## config.mk

```make
export PLATFORM = sky130hd
export DESIGN_NAME = s1_serializer
export DESIGN_NICKNAME = d
export VERILOG_FILES = /design/src/rtl/s1s2_pkg.sv /design/src/rtl/s1_addr_gen.sv /design/src/rtl/s1_serializer.sv
export SDC_FILE = /design/constraint.sdc
export NUM_CORES = 1
export LEC_CHECK = 0
export BUFFER_PORTS_ARGS = -buffer_cell sky130_fd_sc_hd__buf_2
export CAP_MARGIN = 20
export CORE_MARGIN = 4
export CORE_UTILIZATION = 57
export DETAILED_ROUTE_END_ITERATION = 7
export PLACE_DENSITY = 0.87
export SETUP_SLACK_MARGIN = 0.4
export SYNTH_ARGS = -nofsm -noshare
export SYNTH_HDL_FRONTEND = slang
export SYNTH_HIERARCHICAL = 1
export SYNTH_SLANG_ARGS = --single-unit
```

## constraint.sdc

```tcl
create_clock -name clk -period 4.3 [get_ports clk]
set_input_delay 0.215 -clock clk [delete_from_list [all_inputs] [get_ports clk]]
set_output_delay 0.215 -clock clk [all_outputs]
set_load 0.01 [all_outputs]
```

## src/rtl/s1s2_pkg.sv

```systemverilog
// Shared constants and FSM encoding for the S1/S2 serial link.
// S1_PARITY_EN adds one even-parity bit per packet and stretches the packet period.
package s1s2_pkg;

  localparam int unsigned PKT_N  = 8;
  localparam int unsigned PKT_AW = 3;
  localparam int unsigned PKT_DW = 18;
  localparam int unsigned RB1_AW = 5;
  localparam int unsigned RB1_DW = 8;

  localparam int unsigned PKT_CW = $clog2(PKT_N);
  localparam int unsigned DCNT_W = $clog2(PKT_DW);

`ifdef S1_PARITY_EN
  localparam int unsigned PKT_PERIOD = PKT_AW + PKT_DW + 2;
`else
  localparam int unsigned PKT_PERIOD = PKT_AW + PKT_DW + 1;
`endif

  typedef enum logic [2:0] {
    ST_IDLE,
    ST_ADDR,
    ST_DATA,
    ST_PAR,
    ST_GAP,
    ST_DONE
  } state_e;

endpackage

```

## src/rtl/s1_addr_gen.sv

```systemverilog
// Data-bit and packet counters plus the RB1 read address, issued two cycles
// ahead of the bit it feeds so the registered read and registered sd line up.
module s1_addr_gen
  import s1s2_pkg::*;
(
  input  logic              clk,
  input  logic              rst,
  input  logic              i_rd_start,
  input  logic              i_data_ld,
  input  logic              i_pkt_inc,
  output logic [RB1_AW-1:0] o_rb1_a,
  output logic [DCNT_W-1:0] o_dcnt,
  output logic [PKT_CW-1:0] o_pkt
);

  logic [RB1_AW-1:0] r_a;
  logic [DCNT_W-1:0] r_dcnt;
  logic [PKT_CW-1:0] r_pkt;

  // Reads sweep 17..0 once per packet, then the address parks at 0.
  always_ff @(posedge clk) begin
    if (rst) begin
      r_a <= '0;
    end else if (i_rd_start) begin
      r_a <= RB1_AW'(PKT_DW - 1);
    end else if (r_a != '0) begin
      r_a <= r_a - RB1_AW'(1);
    end
  end

  // Index of the data bit currently on sd.
  always_ff @(posedge clk) begin
    if (rst) begin
      r_dcnt <= '0;
    end else if (i_data_ld) begin
      r_dcnt <= DCNT_W'(PKT_DW - 1);
    end else if (r_dcnt != '0) begin
      r_dcnt <= r_dcnt - DCNT_W'(1);
    end
  end

  always_ff @(posedge clk) begin
    if (rst) begin
      r_pkt <= '0;
    end else if (i_pkt_inc) begin
      r_pkt <= r_pkt + PKT_CW'(1);
    end
  end

  assign o_rb1_a = r_a;
  assign o_dcnt  = r_dcnt;
  assign o_pkt   = r_pkt;

endmodule

```

## src/rtl/s1_serializer.sv

```systemverilog
// Reads RB1 and sends its bit-transposed contents as 8 packets on sen/sd.
// Optional S1_PARITY_EN appends an even-parity bit after d0 of each packet.
module s1_serializer
  import s1s2_pkg::*;
(
  input  logic              clk,
  input  logic              rst,
  output logic              S1_done,
  output logic              RB1_RW,
  output logic [RB1_AW-1:0] RB1_A,
  output logic [RB1_DW-1:0] RB1_D,
  input  logic [RB1_DW-1:0] RB1_Q,
  output logic              sen,
  output logic              sd
);

  state_e            r_state, w_nxt;
  logic [1:0]        r_acnt, w_acnt_nxt;
  logic              r_sen, r_sd, r_done;
  logic              w_sen_nxt, w_sd_nxt, w_done_nxt;
  logic              w_rd_start, w_data_ld, w_pkt_inc;
  logic [DCNT_W-1:0] w_dcnt;
  logic [PKT_CW-1:0] w_pkt, w_pkt_a;
  logic              w_bit;
`ifdef S1_PARITY_EN
  logic              r_par, w_par_nxt;
`endif

  s1_addr_gen u_addr_gen (
    .clk        (clk),
    .rst        (rst),
    .i_rd_start (w_rd_start),
    .i_data_ld  (w_data_ld),
    .i_pkt_inc  (w_pkt_inc),
    .o_rb1_a    (RB1_A),
    .o_dcnt     (w_dcnt),
    .o_pkt      (w_pkt)
  );

  assign w_bit   = RB1_Q[w_pkt];
  // Leaving GAP, the address bits belong to the packet about to start.
  assign w_pkt_a = (r_state == ST_GAP) ? w_pkt + PKT_CW'(1) : w_pkt;

  always_ff @(posedge clk) begin
    if (rst) begin
      r_state <= ST_IDLE;
      r_acnt  <= '0;
      r_sen   <= 1'b0;
      r_sd    <= 1'b0;
      r_done  <= 1'b0;
`ifdef S1_PARITY_EN
      r_par   <= 1'b0;
`endif
    end else begin
      r_state <= w_nxt;
      r_acnt  <= w_acnt_nxt;
      r_sen   <= w_sen_nxt;
      r_sd    <= w_sd_nxt;
      r_done  <= w_done_nxt;
`ifdef S1_PARITY_EN
      r_par   <= w_par_nxt;
`endif
    end
  end

  // r_state names the phase visible on sen/sd this cycle; w_* prepares the next.
  always_comb begin
    w_nxt      = r_state;
    w_acnt_nxt = r_acnt;
    w_sen_nxt  = 1'b0;
    w_sd_nxt   = 1'b0;
    w_done_nxt = r_done;
    w_rd_start = 1'b0;
    w_data_ld  = 1'b0;
    w_pkt_inc  = 1'b0;
`ifdef S1_PARITY_EN
    w_par_nxt  = r_par;
`endif
    case (r_state)
      ST_IDLE: begin
        w_nxt      = ST_ADDR;
        w_acnt_nxt = 2'(PKT_AW - 1);
        w_sen_nxt  = 1'b1;
        w_sd_nxt   = w_pkt_a[PKT_AW-1];
`ifdef S1_PARITY_EN
        w_par_nxt  = 1'b0;
`endif
      end
      ST_ADDR: begin
        w_sen_nxt  = 1'b1;
        w_rd_start = (r_acnt == 2'(PKT_AW - 1));
        if (r_acnt != 2'd0) begin
          w_acnt_nxt = r_acnt - 2'd1;
          w_sd_nxt   = w_pkt_a[r_acnt - 2'd1];
        end else begin
          w_nxt      = ST_DATA;
          w_data_ld  = 1'b1;
          w_sd_nxt   = w_bit;
`ifdef S1_PARITY_EN
          w_par_nxt  = r_par ^ w_bit;
`endif
        end
      end
      ST_DATA: begin
        if (w_dcnt != '0) begin
          w_sen_nxt = 1'b1;
          w_sd_nxt  = w_bit;
`ifdef S1_PARITY_EN
          w_par_nxt = r_par ^ w_bit;
`endif
        end else begin
`ifdef S1_PARITY_EN
          w_nxt     = ST_PAR;
          w_sen_nxt = 1'b1;
          w_sd_nxt  = r_par;
`else
          w_nxt      = ST_GAP;
          w_done_nxt = (w_pkt == PKT_CW'(PKT_N - 1));
`endif
        end
      end
`ifdef S1_PARITY_EN
      ST_PAR: begin
        w_nxt      = ST_GAP;
        w_done_nxt = (w_pkt == PKT_CW'(PKT_N - 1));
      end
`endif
      ST_GAP: begin
        if (w_pkt != PKT_CW'(PKT_N - 1)) begin
          w_nxt      = ST_ADDR;
          w_pkt_inc  = 1'b1;
          w_acnt_nxt = 2'(PKT_AW - 1);
          w_sen_nxt  = 1'b1;
          w_sd_nxt   = w_pkt_a[PKT_AW-1];
`ifdef S1_PARITY_EN
          w_par_nxt  = 1'b0;
`endif
        end else begin
          w_nxt = ST_DONE;
        end
      end
      ST_DONE: w_nxt = ST_DONE;
      default: w_nxt = ST_IDLE;
    endcase
  end

  assign S1_done = r_done;
  assign RB1_RW  = 1'b1;
  assign RB1_D   = '0;
  assign sen     = r_sen;
  assign sd      = r_sd;

endmodule

```

==> results.md <==
* Type of the setup path with the least slack: flop to flop
* Gp weighted congestion at 0.878
* Highest clock frequency the design can meet at around 520 MHz
* Die Width at 54.7 um
* Cell internal pwr at ~0.00044 W
* Most Frequent Cell on Critical Path: sky130_fd_sc_hd__ha_1
* Clk_lat worst skew at approximately 300 ps
* Number of optimization iterations in the first detailed-route pass at 4
* Remaining global-route overflow at 0
* Die Ht at between 50 and 60 um
* Power spent charging and discharging nets at ~0.00028 W
* Crit path time final at 1910 ps
* Ordered cell list for the critical path: ha_1 > ha_1 > a21oi_1 > o21ai_0 > nor2_1 > a211oi_1
* FF-to-FF path depth at 6
* Instance count after placement with tap cells included at 174
* Growth of design area from synthesis to finish at 5.64%
* Path class of the lowest-slack min-delay path: input pin to flop
* Final worst path period share at around 44%
* Root Buffer: sky130_fd_sc_hd__clkbuf_4
* GR Util All Layers at a little under a fifth
* Fraction of power spent switching nets at 39.4%
* Proportion of layout cells with a drive suffix above 1 at 21.2%
* Critical Path Source Type: flop
* Clock buffer depth at 2
* Total Die Area at between 2000 and 3000 um^2
* Hold buffers post-CTS at 0
* Count of distinct cell types in the synthesized netlist at 36
* Startpoint of the worst register-to-register path: u_addr_gen/o_pkt[0]
* Maximum number of pins on one net before global-route repair at 20
* Port Buffer Count at 17
* DRC violations left at 0
* Number of cells produced by synthesis at around 140
* Crit-path max FO at 6
* Post-CTS resize count at 0
* Dominant cells by area after synthesis: sky130_fd_sc_hd__dfxtp_1 (34%), sky130_fd_sc_hd__ha_1 (7.0%), sky130_fd_sc_hd__nor2_1 (6.3%), sky130_fd_sc_hd__buf_4 (6.0%), sky130_fd_sc_hd__xnor2_1 (4.9%)
* Vias at 950
* Max_cap viols at 0
* Initial core utilization at a little over 60%
* Hold Path Depth at 2
* Top-area cell type share of the netlist area at between 30 and 40%
* Critical path capture point type: flop
* Worst reg2reg endpoint: r_acnt[1]
* Worst hold path endpoint: r_acnt[0]
* Reg2reg setup slack at approximately 2400 ps
* Clock tree from TritonCTS: yes
* Share of power burned in combinational logic at 46.0%
* Data arrival time of the critical path at around 2100 ps
* Count of state elements after synthesis at 21
* Post-synthesis cell type with the largest combined area: sky130_fd_sc_hd__dfxtp_1
* Worst hold start: rst
* Final setup skew at 9.35 ps
* Initial antenna violation count at 0
* CP peak stage delay at approximately 500 ps
* Sinks on Clock Net at 21
* Final net count at between 150 and 200
* Highest-delay cell along the critical path: sky130_fd_sc_hd__dfxtp_1
* Number of warnings reported in the yosys synthesis log at 6
* Average size of a mapped cell at 9.07 um^2
* Post-route cell area at between 1000 and 1500 um^2
* First-pass GRT wire length at between 4000 and 5000 um
* Post-route insts no fill at 178
* Endpoints failing hold at 0
* Worst IR drop on VDD at about 0.34 mV
* CTS H-Tree Depth at 1
* DP Area at roughly 1300 um^2
* Placement Rows at 16
* Netlist Area Pre-Place at ~1200 um^2
* Proportion of power drawn by flip-flops and latches at between 40 and 50%
* Routed vias/inst at 5.34
* Setup total negative slack at 0 ps
* Setup Fix Bufs, Post-CTS at 0
* 1st-iter DRT viols at 9
* Worst hold slack after final layout at 297 ps
* Launch point of the critical path: u_addr_gen/o_pkt[0]
* Detailed Route WL at 2440 um
* Top library cells by usage in the layout, fill and taps aside: sky130_fd_sc_hd__dfxtp_1 (21), sky130_fd_sc_hd__nor2_1 (21), sky130_fd_sc_hd__buf_2 (17), sky130_fd_sc_hd__a21oi_1 (11), sky130_fd_sc_hd__inv_1 (10)
* Required @ worst endpoint at roughly 4500 ps
* Count of endpoints failing setup in the final report at 0
* Antenna diodes at 0
* Number of buffers created by CTS at 3
* Average wire per cell in the routed design at between 10 and 15 um
* Leak Pwr at approximately 0.57 nW
* Count of pins over their slew limit at 0
* Vias in the first global route at roughly 940
* Count of nets left with antenna violations after detail routing at 0
* Power density of the placed cells at between 500 and 600 nW/um^2
* Clock-pin slew reported for the worst setup and hold paths after clock tree synthesis at around 120 ps
* Sequential-to-total area share from yosys stat at around a third
* Total power at 0.000718 W
* RSZ-0062 raised after global routing: no
* Placeable Area at about 2000 um^2
* Estimated wirelength of the detail-placed design at between 1500 and 2000 um
* Top-level port count at 27
* Result of the run: completed
* Clock power share at a little over an eighth
## critical path: cells and delay by family, from the launching register on
kind                     cells  cell delay [ps]
AO/OA/AOI/OAI                3              740
flip-flops                   1              500
adder cells (fa/ha/maj)      2              470
AND/OR/NAND/NOR              1              120
## cell usage after synthesis
cell	count
sky130_fd_sc_hd__or4b_4	2
sky130_fd_sc_hd__inv_1	10
sky130_fd_sc_hd__conb_1	2
sky130_fd_sc_hd__and4bb_1	1
sky130_fd_sc_hd__ha_1	7
sky130_fd_sc_hd__o21ai_0	4
sky130_fd_sc_hd__nand2b_1	2
sky130_fd_sc_hd__a211oi_2	2
sky130_fd_sc_hd__a2111oi_2	2
sky130_fd_sc_hd__or3b_4	1
sky130_fd_sc_hd__a211oi_1	1
sky130_fd_sc_hd__nor3b_4	1
sky130_fd_sc_hd__mux2i_1	4
sky130_fd_sc_hd__clkbuf_1	1
sky130_fd_sc_hd__a311oi_1	1
sky130_fd_sc_hd__o32ai_1	1
sky130_fd_sc_hd__nor2_1	21
sky130_fd_sc_hd__or4_1	1
sky130_fd_sc_hd__nand3b_1	1
sky130_fd_sc_hd__o32a_1	1
sky130_fd_sc_hd__o22a_1	1
sky130_fd_sc_hd__and2_1	2
sky130_fd_sc_hd__nor3_1	3
sky130_fd_sc_hd__xor2_1	1
sky130_fd_sc_hd__dfxtp_1	21
sky130_fd_sc_hd__inv_2	1
sky130_fd_sc_hd__a21oi_1	11
sky130_fd_sc_hd__buf_6	2
sky130_fd_sc_hd__a31oi_1	1
sky130_fd_sc_hd__buf_1	1
sky130_fd_sc_hd__nor3b_1	2
sky130_fd_sc_hd__mux4_2	2
sky130_fd_sc_hd__xnor2_1	7
sky130_fd_sc_hd__o211ai_1	1
sky130_fd_sc_hd__buf_4	10
sky130_fd_sc_hd__nand2_1	5
## power by group through the flow
stage                      Clock, W  Sequential, W  Combinational [W]
after floorplan                   0       0.000284           0.000281
after global placement            0       0.000293           0.000314
after detailed placement          0       0.000296           0.000326
after CTS                 0.0000994       0.000292           0.000328
after global routing       0.000108       0.000298           0.000376
final                     0.0000954       0.000293           0.000330
## per-layer routing
layer / GRT usage [%] / part of all wire [%] / vias to the layer above
met1: 22.1 / 42 / 447
met3: 5.72 / 6.0 / 0
met5: 0 / 0 / -
met2: 32.1 / 51 / 22
met4: 4.56 / 0 / 0
li1: - / - / 481
## worst max path at each step
stage,endpoint,slack (ps)
2_1_floorplan,sd,2690
3_3_place_gp,sd,2620
3_5_place_dp,r_acnt[1],2480
4_1_cts,r_acnt[1],2430
5_1_grt,r_acnt[1],2230
6_report,r_acnt[1],2390
## metrics by stage
step	setup WS (ps)	util, %
after floorplan	2690	-
after global placement	2620	63.4
after detailed placement	2480	63.4
after CTS	2430	64.9
after global routing	2230	64.9
final	2390	64.9
## cell families after synthesis
logic type      count (synthesis)  share of synthesized area [%]
compound gates                 26                           15.1
xor+xnor                        8                           5.64
fa+ha+maj                       7                           7.05
buf+inv                        25                           11.8
flops                          21                           33.8
mux                             6                           6.85
other cells                     2                          0.604
simple gates                   42                           19.1
## registers in the layout, indices dropped and copies added, names as in the netlist
signal and flops:
sd 1, S1_done 1, u_addr_gen/o_rb1_a 5, r_acnt 2
u_addr_gen/o_pkt 3, sen 1, u_addr_gen/o_dcnt 5, r_state 3
## final cells by class
class	count	area (um^2)
fillers	169	709
well taps	27	33.8
repair buffers	17	85.1
clock buffers	3	22.5
multi-input cells	98	702
clock inverters	1	7.51
flip-flops and latches	21	420
inverters	11	41.3
Power figures use the tool's default switching activity.
